File: src/rtl/matmul_pkg.sv
// matmul_pkg: shared definitions for the matmul core and its host-side
// initiator.
//   S_FLOAT  - element width of an IEEE-754 single-precision word.
//   ST_*     - host FSM state encoding (LOAD_A, LOAD_B, START, WAIT, DRAIN).
//   elem_lsb - row-major element slice helper. Element k of an n-element flat
//              bus of s-bit words sits at [elem_lsb(k, n, s) +: s], so that
//              element 0 occupies the most significant word.
package matmul_pkg;

  localparam int S_FLOAT = 32;

  localparam logic [2:0] ST_LOAD_A = 3'd0;
  localparam logic [2:0] ST_LOAD_B = 3'd1;
  localparam logic [2:0] ST_START  = 3'd2;
  localparam logic [2:0] ST_WAIT   = 3'd3;
  localparam logic [2:0] ST_DRAIN  = 3'd4;

  function automatic int elem_lsb(input int k, input int n, input int s);
    return (n - 1 - k) * s;
  endfunction

endpackage

File: src/rtl/mat_word_packer.sv
// mat_word_packer: indexed word write into a flat N*S register.
//   clk     - clock, all logic on posedge
//   clr     - synchronous clear of the whole register (active high)
//   wr_en   - write wr_data into element wr_idx this cycle
//   wr_idx  - element index, 0 = most significant word
//   wr_data - word to write
//   flat    - packed row-major register contents
module mat_word_packer
  import matmul_pkg::*;
#(
  parameter int S  = 32,
  parameter int N  = 12,
  parameter int IW = 5
) (
  input  logic           clk,
  input  logic           clr,
  input  logic           wr_en,
  input  logic [IW-1:0]  wr_idx,
  input  logic [S-1:0]   wr_data,
  output logic [N*S-1:0] flat
);

  logic [N*S-1:0] flat_reg;
  logic [N-1:0]   hit;

  // One-hot decode of the write index; an index >= N selects nothing.
  for (genvar gi = 0; gi < N; gi++) begin : g_hit
    assign hit[gi] = wr_en && (wr_idx == IW'(gi));
  end

  always_ff @(posedge clk) begin
    if (clr) begin
      flat_reg <= '0;
    end else begin
      for (int k = 0; k < N; k++) begin
        if (hit[k]) begin
          flat_reg[elem_lsb(k, N, S) +: S] <= wr_data;
        end
      end
    end
  end

  assign flat = flat_reg;

endmodule

File: src/rtl/matmul_host.sv
// matmul_host: host-side initiator for the matmul core.
// Receives A (H x C) then B (C x W) as a serial word stream, packs them into
// the core's flat row-major buses, pulses mm_start, waits for a rising edge on
// mm_done, captures O (H x W) and streams it back out with a last flag.
//   rst_n, clk           - synchronous active-low reset, single clock
//   in_valid/in_ready    - operand stream handshake, in_data = operand word
//   out_valid/out_ready  - result stream handshake, out_data = result word,
//                          out_last marks the H*W-th word
//   busy                 - low only when idle in LOAD_A with nothing loaded
//   mm_start/mm_a/mm_b   - command and operands to the core
//   mm_o/mm_done         - result and completion flag from the core
module matmul_host
  import matmul_pkg::*;
#(
  parameter int S = S_FLOAT,
  parameter int H = 4,
  parameter int W = 6,
  parameter int C = 3
) (
  input  logic             rst_n,
  input  logic             clk,
  input  logic             in_valid,
  output logic             in_ready,
  input  logic [S-1:0]     in_data,
  output logic             out_valid,
  input  logic             out_ready,
  output logic [S-1:0]     out_data,
  output logic             out_last,
  output logic             busy,
  output logic             mm_start,
  output logic [H*C*S-1:0] mm_a,
  output logic [C*W*S-1:0] mm_b,
  input  logic [H*W*S-1:0] mm_o,
  input  logic             mm_done
);

  localparam int NA   = H * C;
  localparam int NB   = C * W;
  localparam int NO   = H * W;
  localparam int NMAX = (NA > NB) ? ((NA > NO) ? NA : NO) : ((NB > NO) ? NB : NO);
  localparam int CW   = $clog2(NMAX + 1);

  logic [2:0]      state_reg;
  logic [CW-1:0]   cnt_reg;
  logic            done_q;
  logic [NO*S-1:0] res_reg;

  logic pk_clr, a_wr, b_wr, done_rise;

  assign pk_clr    = !rst_n;
  assign in_ready  = (state_reg == ST_LOAD_A) || (state_reg == ST_LOAD_B);
  assign a_wr      = (state_reg == ST_LOAD_A) && in_valid;
  assign b_wr      = (state_reg == ST_LOAD_B) && in_valid;
  // A done level already high when WAIT is entered was registered into
  // done_q earlier, so only a fresh low-to-high transition is taken.
  assign done_rise = mm_done && !done_q;
  assign mm_start  = (state_reg == ST_START);
  assign out_valid = (state_reg == ST_DRAIN);
  assign out_last  = out_valid && (cnt_reg == CW'(NO - 1));
  assign busy      = !((state_reg == ST_LOAD_A) && (cnt_reg == '0));

  mat_word_packer #(.S(S), .N(NA), .IW(CW)) u_pack_a (
    .clk     (clk),
    .clr     (pk_clr),
    .wr_en   (a_wr),
    .wr_idx  (cnt_reg),
    .wr_data (in_data),
    .flat    (mm_a)
  );

  mat_word_packer #(.S(S), .N(NB), .IW(CW)) u_pack_b (
    .clk     (clk),
    .clr     (pk_clr),
    .wr_en   (b_wr),
    .wr_idx  (cnt_reg),
    .wr_data (in_data),
    .flat    (mm_b)
  );

  // Result word select; the counter only indexes O while draining, so the
  // selected word is stable whenever out_valid is held against a stall.
  always_comb begin
    out_data = '0;
    for (int k = 0; k < NO; k++) begin
      if (cnt_reg == CW'(k)) begin
        out_data = res_reg[elem_lsb(k, NO, S) +: S];
      end
    end
  end

  always_ff @(posedge clk) begin
    if (!rst_n) begin
      state_reg <= ST_LOAD_A;
      cnt_reg   <= '0;
      done_q    <= 1'b0;
      res_reg   <= '0;
    end else begin
      done_q <= mm_done;
      case (state_reg)
        ST_LOAD_A: begin
          if (in_valid) begin
            if (cnt_reg == CW'(NA - 1)) begin
              cnt_reg   <= '0;
              state_reg <= ST_LOAD_B;
            end else begin
              cnt_reg <= cnt_reg + 1'b1;
            end
          end
        end
        ST_LOAD_B: begin
          if (in_valid) begin
            if (cnt_reg == CW'(NB - 1)) begin
              cnt_reg   <= '0;
              state_reg <= ST_START;
            end else begin
              cnt_reg <= cnt_reg + 1'b1;
            end
          end
        end
        ST_START: begin
          cnt_reg   <= '0;
          state_reg <= ST_WAIT;
        end
        ST_WAIT: begin
          if (done_rise) begin
            res_reg   <= mm_o;
            cnt_reg   <= '0;
            state_reg <= ST_DRAIN;
          end
        end
        ST_DRAIN: begin
          if (out_ready) begin
            if (cnt_reg == CW'(NO - 1)) begin
              cnt_reg   <= '0;
              state_reg <= ST_LOAD_A;
            end else begin
              cnt_reg <= cnt_reg + 1'b1;
            end
          end
        end
        default: begin
          cnt_reg   <= '0;
          state_reg <= ST_LOAD_A;
        end
      endcase
    end
  end

endmodule
File: config.mk
export PLATFORM = sky130hd
export DESIGN_NAME = matmul_host
export DESIGN_NICKNAME = d
export VERILOG_FILES = /design/src/rtl/matmul_pkg.sv /design/src/rtl/mat_word_packer.sv /design/src/rtl/matmul_host.sv
export SDC_FILE = /design/constraint.sdc
export NUM_CORES = 2
export LEC_CHECK = 0
export BUFFER_PORTS_ARGS = -buffer_cell sky130_fd_sc_hd__buf_4
export CAP_MARGIN = 10
export CORE_AREA = 3 3 707 709
export DETAILED_ROUTE_END_ITERATION = 8
export DIE_AREA = 0 0 710 712
export GPL_TIMING_DRIVEN = 0
export PLACE_DENSITY = 0.32
export SETUP_SLACK_MARGIN = 0.05
export SYNTH_ARGS = -nofsm -noshare
export SYNTH_HDL_FRONTEND = slang
export SYNTH_HIERARCHICAL = 1
export SYNTH_SLANG_ARGS = --single-unit
File: constraint.sdc
create_clock -name clk -period 4 [get_ports clk]
set_clock_uncertainty 0.15 [all_clocks]
set_input_delay 0.4 -clock clk [delete_from_list [all_inputs] [get_ports clk]]
set_output_delay 0.4 -clock clk [all_outputs]
set_load 0.02 [all_outputs]
==> Yosys cells after proc, flatten, opt, wreduce, memory -nomap -nowiden <==
Cells that the tools add are included.
{ "word_totals": {"ff_bits": 1737, "word_cells": 152} }
{ "classes": {"add_sub_neg": 1, "eq_ne": 34, "reduce_logical": 43, "muxes": 40} }
{ "op_table": {"columns": ["cell", "count"], "rows": [
  ["$mux 32", 24],
  ["$eq 5x4->1 const B", 8],
  ["$eq 5x5->1 const B", 8],
  ["$logic_and 1x1->1", 35],
  ["$mux 5", 7],
  ["$mux 3", 7],
  ["$eq 5x3->1 const B", 4],
  ["$pmux 5 s4", 1],
  ["$pmux 3 s5", 1],
  ["$eq 5x2->1 const B", 2],
  ["$ne 2x1->1 const B", 4],
  ["$reduce_and 7->1", 1],
  ["$eq 3x2->1 const B", 2],
  ["$ne 2x2->1 const B", 3],
  ["$add 5x1->5 const B", 1],
  ["$eq 5x1->1 const B", 1],
  ["$logic_not 5->1", 1],
  ["$reduce_and 4->1", 1],
  ["$eq 3x1->1 const B", 1],
  ["$eq 3x3->1 const B", 1],
  ["$logic_not 3->1", 1],
  ["$logic_not 1->1", 2],
  ["$reduce_and 2->1", 1],
  ["$logic_or 1x1->1", 1]
]} }

==> Logic depth before layout (Yosys ltp) <==
{ "logic_depth": {"depth_word": 25, "depth_mapped": 15} }

==> Cells and area by module <==
Netlist, hierarchy kept.
{ "modules_own_cells": {"columns": ["module", "cells_per_inst", "area_each_um2", "n_inst", "seq_area_each_um2"], "rows": [
  ["matmul_host", 4937, 35634.2, 1, 15554.9],
  ["mat_word_packer (u_pack_b)", 1980, 22133.7, 1, 11531.1],
  ["mat_word_packer (u_pack_a)", 1322, 14830.5, 1, 7687.4]
]} }

==> Worst setup path before layout <==
OpenSTA, ideal clock, no wires.
{ "synth_timing": {"path_type": "flip-flop to output port", "startpoint": "register cnt_reg[0]", "endpoint": "output port out_data[5]", "path_stages_with_launch": 16, "t_arrival_ps": 3281, "path_buffers": 6, "slack_ps": 169, "required_time_ps": 3450, "cell_sequence": "dfxtp_1 -> ha_1 -> buf_4 -> buf_2 -> buf_2 -> buf_2 -> and3_1 -> ha_1 -> clkbuf_1 -> clkbuf_1 -> nand2_1 -> mux2i_1 -> a211oi_1 -> a211oi_1 -> nand2_1 -> a31oi_1"} }
{ "synth_between": {"elab_chain_cells": 25, "word_cells_on_any_way": 48, "cone_classes": "eq/ne: 23; mux: 24; reduce/logical: 1"} }
{ "synth_rtl": {"columns": ["element", "line", "text"], "rows": [
  ["start: declaration", "matmul_host.sv:44", "logic [CW-1:0] cnt_reg;"],
  ["start signal: assignment", "matmul_host.sv:106", "cnt_reg <= cnt_reg + 1'b1;"],
  ["start signal: assignment", "matmul_host.sv:116", "cnt_reg <= cnt_reg + 1'b1;"],
  ["start signal: assignment", "matmul_host.sv:137", "cnt_reg <= cnt_reg + 1'b1;"],
  ["$logic_not 5->1", "matmul_host.sv:85", "if (cnt_reg == CW'(k)) begin"],
  ["$mux 32 (23 in series)", "matmul_host.sv:85", null],
  ["$mux 32 *", "matmul_host.sv:85", null],
  ["end: declaration", "matmul_host.sv:27", "output logic [S-1:0] out_data,"]
]} }
Mark *: on every way between the ends. The rest lies on a longest branch, timed or not.

==> Worst setup path in the final report <==
{ "layout_timing": {"startpoint": "register cnt_reg[2]", "endpoint": "output port out_data[14]"} }
The elaborated chain is that of the path after synthesis.

==> Flow_metrics.wiki <==
{| class="wikitable"
! Metric !! Value
|-
| Number of cell instances on the worst register-to-register path || 8
|-
| Worst path depth || 9
|-
| Cell Rows || 258
|-
| Delay of the slowest cell on the worst path || 0.87 ns
|-
| Final max-slew violation count || 0
|-
| Mapped cell area || 72,600 um^2
|-
| Number of flip-flops under the largest register name || 768
|-
| Drt drc || 0
|-
| Synthesized-area fraction occupied by and/or/nand/nor cells || 0.2121
|-
| Deepest level of the CTS H-tree || 4
|-
| Area Overhead vs Synth || 60.51%
|-
| Slew at the pin closest to its max-slew limit || 1.430 ns
|-
| Drt first-iter violations || 6,698
|-
| Maximum clock insertion buffer count || 4
|-
| Class of the tightest hold or removal check || input port to register
|-
| Final hold vios || 0
|-
| Routed wirelength normalized by instance count || 32.60 um
|-
| Highest clock frequency the design can meet || 199.3 MHz
|-
| Placer Congestion || 1.038
|-
| Clock Latency Late Sink || 0.91 ns
|-
| Ratio of cells with drive above 1 in the final layout || 0.2664
|-
| Initial core utilization || 0.1471
|-
| First-pass GRT wire length || 750,800 um
|-
| Register-to-register setup slack || -0.01 ns
|-
| Boundary pin count || 1,802
|-
| Clock transition at path regs || 0.06 ns
|-
| IO Port Bufs || 1,801
|-
| Share of async-settable or async-resettable flops after synthesis || 0
|-
| Maximum ir drop on the vdd rail || 0.0003914 V
|-
| Via count of the first global-routing pass || 75,770
|-
| R2r startpoint || state_reg[2]
|-
| GRT Overall Usage || 0.2212
|-
| Share of the synthesized area in compound gates (AO/OA/AOI/OAI) || 0.1260
|-
| Most common library cell in the layout ignoring fill and taps || sky130_fd_sc_hd__buf_4
|-
| Share of the core filled with cells in the final layout || 0.2361
|-
| Total die area || 505,500 um^2
|-
| Critical path launch point || cnt_reg[2]
|-
| Worst setup endpoint || out_data[14]
|-
| Via count of the routed design || 75,720
|-
| Die outline width || 710 um
|-
| Synthesized area divided by synthesized cell count || 8.812 um^2
|-
| Pin count of the biggest net entering global routing || 20
|-
| Leakage power || 49.32 nW
|-
| Routed via count divided by cell count || 4.211
|-
| Top cell type's share of synthesized area || 0.4790
|-
| Minimum clock period after layout || 5.017 ns
|-
| Post-detailed-route count of antenna-violating nets || 0
|-
| Cell type with the highest occurrence count on the critical path || sky130_fd_sc_hd__o211ai_1
|-
| CTS tree || done
|-
| Largest family of logic cells by synthesized area || simple AND/OR/NAND/NOR gates
|-
| # nets final || 12,060
|-
| Failing checks || setup timing
|-
| Worst-path fanout max || 10
|-
| Die Y || 712 um
|-
| Clock sink total || 1,737
|-
| Number of failing setup endpoints in the final timing report || 35
|-
| Detail Placement HPWL || 481,900 um
|-
| Post-synthesis xor/xnor area fraction || 0
|-
| Clock root buffer || sky130_fd_sc_hd__clkbuf_16
|-
| Synth area leader || sky130_fd_sc_hd__dfxtp_1
|-
| Post-synth net total || 9,049
|-
| Cell at the slowest stage of the critical path || sky130_fd_sc_hd__a2111oi_4
|-
| Post-synthesis mux area share || 0.1340
|-
| Seq cells post-synth || 1,737
|-
| Final WS setup || -1.017 ns
|-
| Number of optimization iterations in the first detailed-route pass || 6
|-
| Biggest area contributors in the synthesized netlist || sky130_fd_sc_hd__dfxtp_1, sky130_fd_sc_hd__mux2i_1, sky130_fd_sc_hd__nand2b_1, sky130_fd_sc_hd__nand2_1, sky130_fd_sc_hd__a21oi_1
|-
| Adder and majority gate portion of the synthesized area || 0.0008617
|-
| Total global routing overflow || 0
|-
| Max Cap Viol || 0
|-
| Share of the cycle needed by the critical path after routing || 1.254
|-
| Number of buffers created by CTS || 226
|-
| Overall routed net length || 586,200 um
|-
| Yosys warns || 6
|-
| Arrival @ worst endpoint || 4.47 ns
|-
| Number of synthesized flops with an enable pin || 0
|-
| Series of cell instances along the critical path || buf_6 > or3_4 > nor2_8 > buf_8 > o211ai_1 > a2111oi_4 > o21ai_4 > o211ai_1 > buf_4
|-
| Kind of critical path || register to primary output
|-
| Setup repair after global routing missed its margin || true
|-
| Initial antenna violation count || 124
|-
| Post-route setup TNS || -23.83 ns
|-
| Kind of start point of the critical path || register
|-
| Synthesized instance count || 8,239
|-
| Crit-path leading delay family || compound AO/OA/AOI/OAI gates
|-
| Terminus of the critical flop-to-flop path || res_reg[428]
|-
| Unique cell type count in the Yosys netlist || 91
|-
| Category of the worst setup path capture point || primary output
|-
| Top flip-flop cell by instance count after synthesis || sky130_fd_sc_hd__dfxtp_1
|-
| Count of buffering cells on the critical path with inverters included || 3
|-
| Required time at the endpoint of the critical path || 3.45 ns
|-
| Power per cell area || 374.9 nW/um^2
|-
| Filler cell count || 54,110
|-
| Run status || finished with violations
|-
| Top library cells by usage in the layout, fill and taps aside || sky130_fd_sc_hd__buf_4, sky130_fd_sc_hd__dfxtp_1, sky130_fd_sc_hd__nand2_1
|-
| Share of synthesized area occupied by flip-flops and latches || 0.4790
|-
| Relative slew slack || 0.04643
|-
| Core Area || 493,600 um^2
|}
==> worst reg2reg max path, delay by kind of cell (launching register included) <==
kind                   cells  cell delay, ns
flip-flops                 1            0.29
AND/OR/NAND/NOR            3            1.07
buffers and inverters      4            2.22
AO/OA/AOI/OAI              1            0.08
==> cells by family after synthesis <==
kind of cell	after synthesis
adder cells (fa/ha/maj)	5
flip-flops	1737
AO/OA/AOI/OAI	1564
buffers and inverters	804
AND/OR/NAND/NOR	3157
multiplexers	972
==> layout make-up <==
type | count | area, um^2 | share of cell area
timing repair buffer | 2786 | 23760 | 0.2039
inverter | 49 | 195.2 | 0.001675
buffer | 754 | 4607 | 0.03953
clock inverter | 67 | 910.9 | 0.007817
multi-input combinational | 5698 | 37300 | 0.3201
sequential | 1737 | 34790 | 0.2986
antenna | 50 | 125.1 | 0.001074
clock buffer | 340 | 6708 | 0.05756
tap | 6500 | 8133 | 0.06979
==> Yosys cell counts (9+ instances only) <==
| cell | count |
|---|---|
| sky130_fd_sc_hd__dfxtp_1 | 1737 |
| sky130_fd_sc_hd__nand2_1 | 1716 |
| sky130_fd_sc_hd__nand2b_1 | 1038 |
| sky130_fd_sc_hd__mux2i_1 | 972 |
| sky130_fd_sc_hd__a21oi_1 | 958 |
| sky130_fd_sc_hd__clkbuf_1 | 513 |
| sky130_fd_sc_hd__buf_2 | 177 |
| sky130_fd_sc_hd__o21ai_0 | 146 |
| sky130_fd_sc_hd__nor2_1 | 139 |
| sky130_fd_sc_hd__a211oi_1 | 58 |
| sky130_fd_sc_hd__o22ai_1 | 58 |
| sky130_fd_sc_hd__inv_1 | 48 |
| sky130_fd_sc_hd__a31oi_1 | 44 |
| sky130_fd_sc_hd__buf_4 | 43 |
| sky130_fd_sc_hd__a221oi_1 | 42 |
| sky130_fd_sc_hd__nand3b_1 | 38 |
| sky130_fd_sc_hd__nand3_1 | 36 |
| sky130_fd_sc_hd__nor2b_1 | 36 |
| sky130_fd_sc_hd__o211ai_1 | 32 |
| sky130_fd_sc_hd__nor3_1 | 26 |
| sky130_fd_sc_hd__a21o_1 | 25 |
| sky130_fd_sc_hd__a32oi_1 | 21 |
| sky130_fd_sc_hd__o221ai_1 | 20 |
| sky130_fd_sc_hd__a2bb2oi_1 | 19 |
| sky130_fd_sc_hd__a221o_1 | 15 |
| sky130_fd_sc_hd__or3_1 | 14 |
| sky130_fd_sc_hd__and2_1 | 13 |
| sky130_fd_sc_hd__o22a_1 | 13 |
| sky130_fd_sc_hd__buf_6 | 11 |
| sky130_fd_sc_hd__o311a_1 | 10 |
| sky130_fd_sc_hd__o31ai_1 | 10 |
| sky130_fd_sc_hd__a22oi_1 | 9 |
| sky130_fd_sc_hd__and3_1 | 9 |
| sky130_fd_sc_hd__buf_1 | 9 |
| sky130_fd_sc_hd__o21a_1 | 9 |
| sky130_fd_sc_hd__o21ai_1 | 9 |
==> per-layer routing <==
layer	track usage	part of all wire
met5	0.002666	0.0022
met1	0.2762	0.41
met3	0.06768	0.092
met4	0.08109	0.044
met2	0.3561	0.45
==> report_power, final <==
part	leakage [nW]	internal, mW	switching (mW)	total [mW]
sequential	14.0	17.4	0.0377	17.4
clock	3.73	12.5	8.96	21.4
combinational	31.6	2.07	2.80	4.86
total	49.3	31.9	11.8	43.7
==> what timing repair did <==
item                                   4_1_cts  5_1_grt
hold buffers                               804        0
setup endpoints to repair                  273      144
buffers inserted                            66       76
gates cloned                                 5        1
endpoints found under the hold margin      900        0
pin swaps                                   90      150
resized for setup                          714      377
==> through the flow <==
stage	area [um^2]	setup WS [ns]	power, mW	hold slack, ns	std cells
global placement	94250	-4.166	21.21	0.2877	16540
detailed placement	94820	-3.947	21.26	0.2939	16570
global route	116400	-0.9819	44.93	0.06026	17950
finish	116500	-1.017	43.69	0.1192	17980
floorplan	72600	0.1692	18.86	0.2811	8239
CTS	114200	-0.8841	44.06	0.01652	17860
==> worst min-delay path by stage <==
| stage | start | to | slack [ns] | cells after the start |
|---|---|---|---|---|
| 2_1_floorplan | res_reg[287] | res_reg[287] | 0.28 | 2 |
| 3_3_place_gp | res_reg[220] | res_reg[220] | 0.29 | 2 |
| 3_5_place_dp | res_reg[546] | res_reg[546] | 0.29 | 2 |
| 4_1_cts | mm_o[276] | res_reg[276] | 0.02 | 4 |
| 5_1_grt | mm_o[276] | res_reg[276] | 0.06 | 4 |
| 6_report | mm_o[281] | res_reg[281] | 0.12 | 4 |
Note: power is estimated with default switching activity, not from simulation.
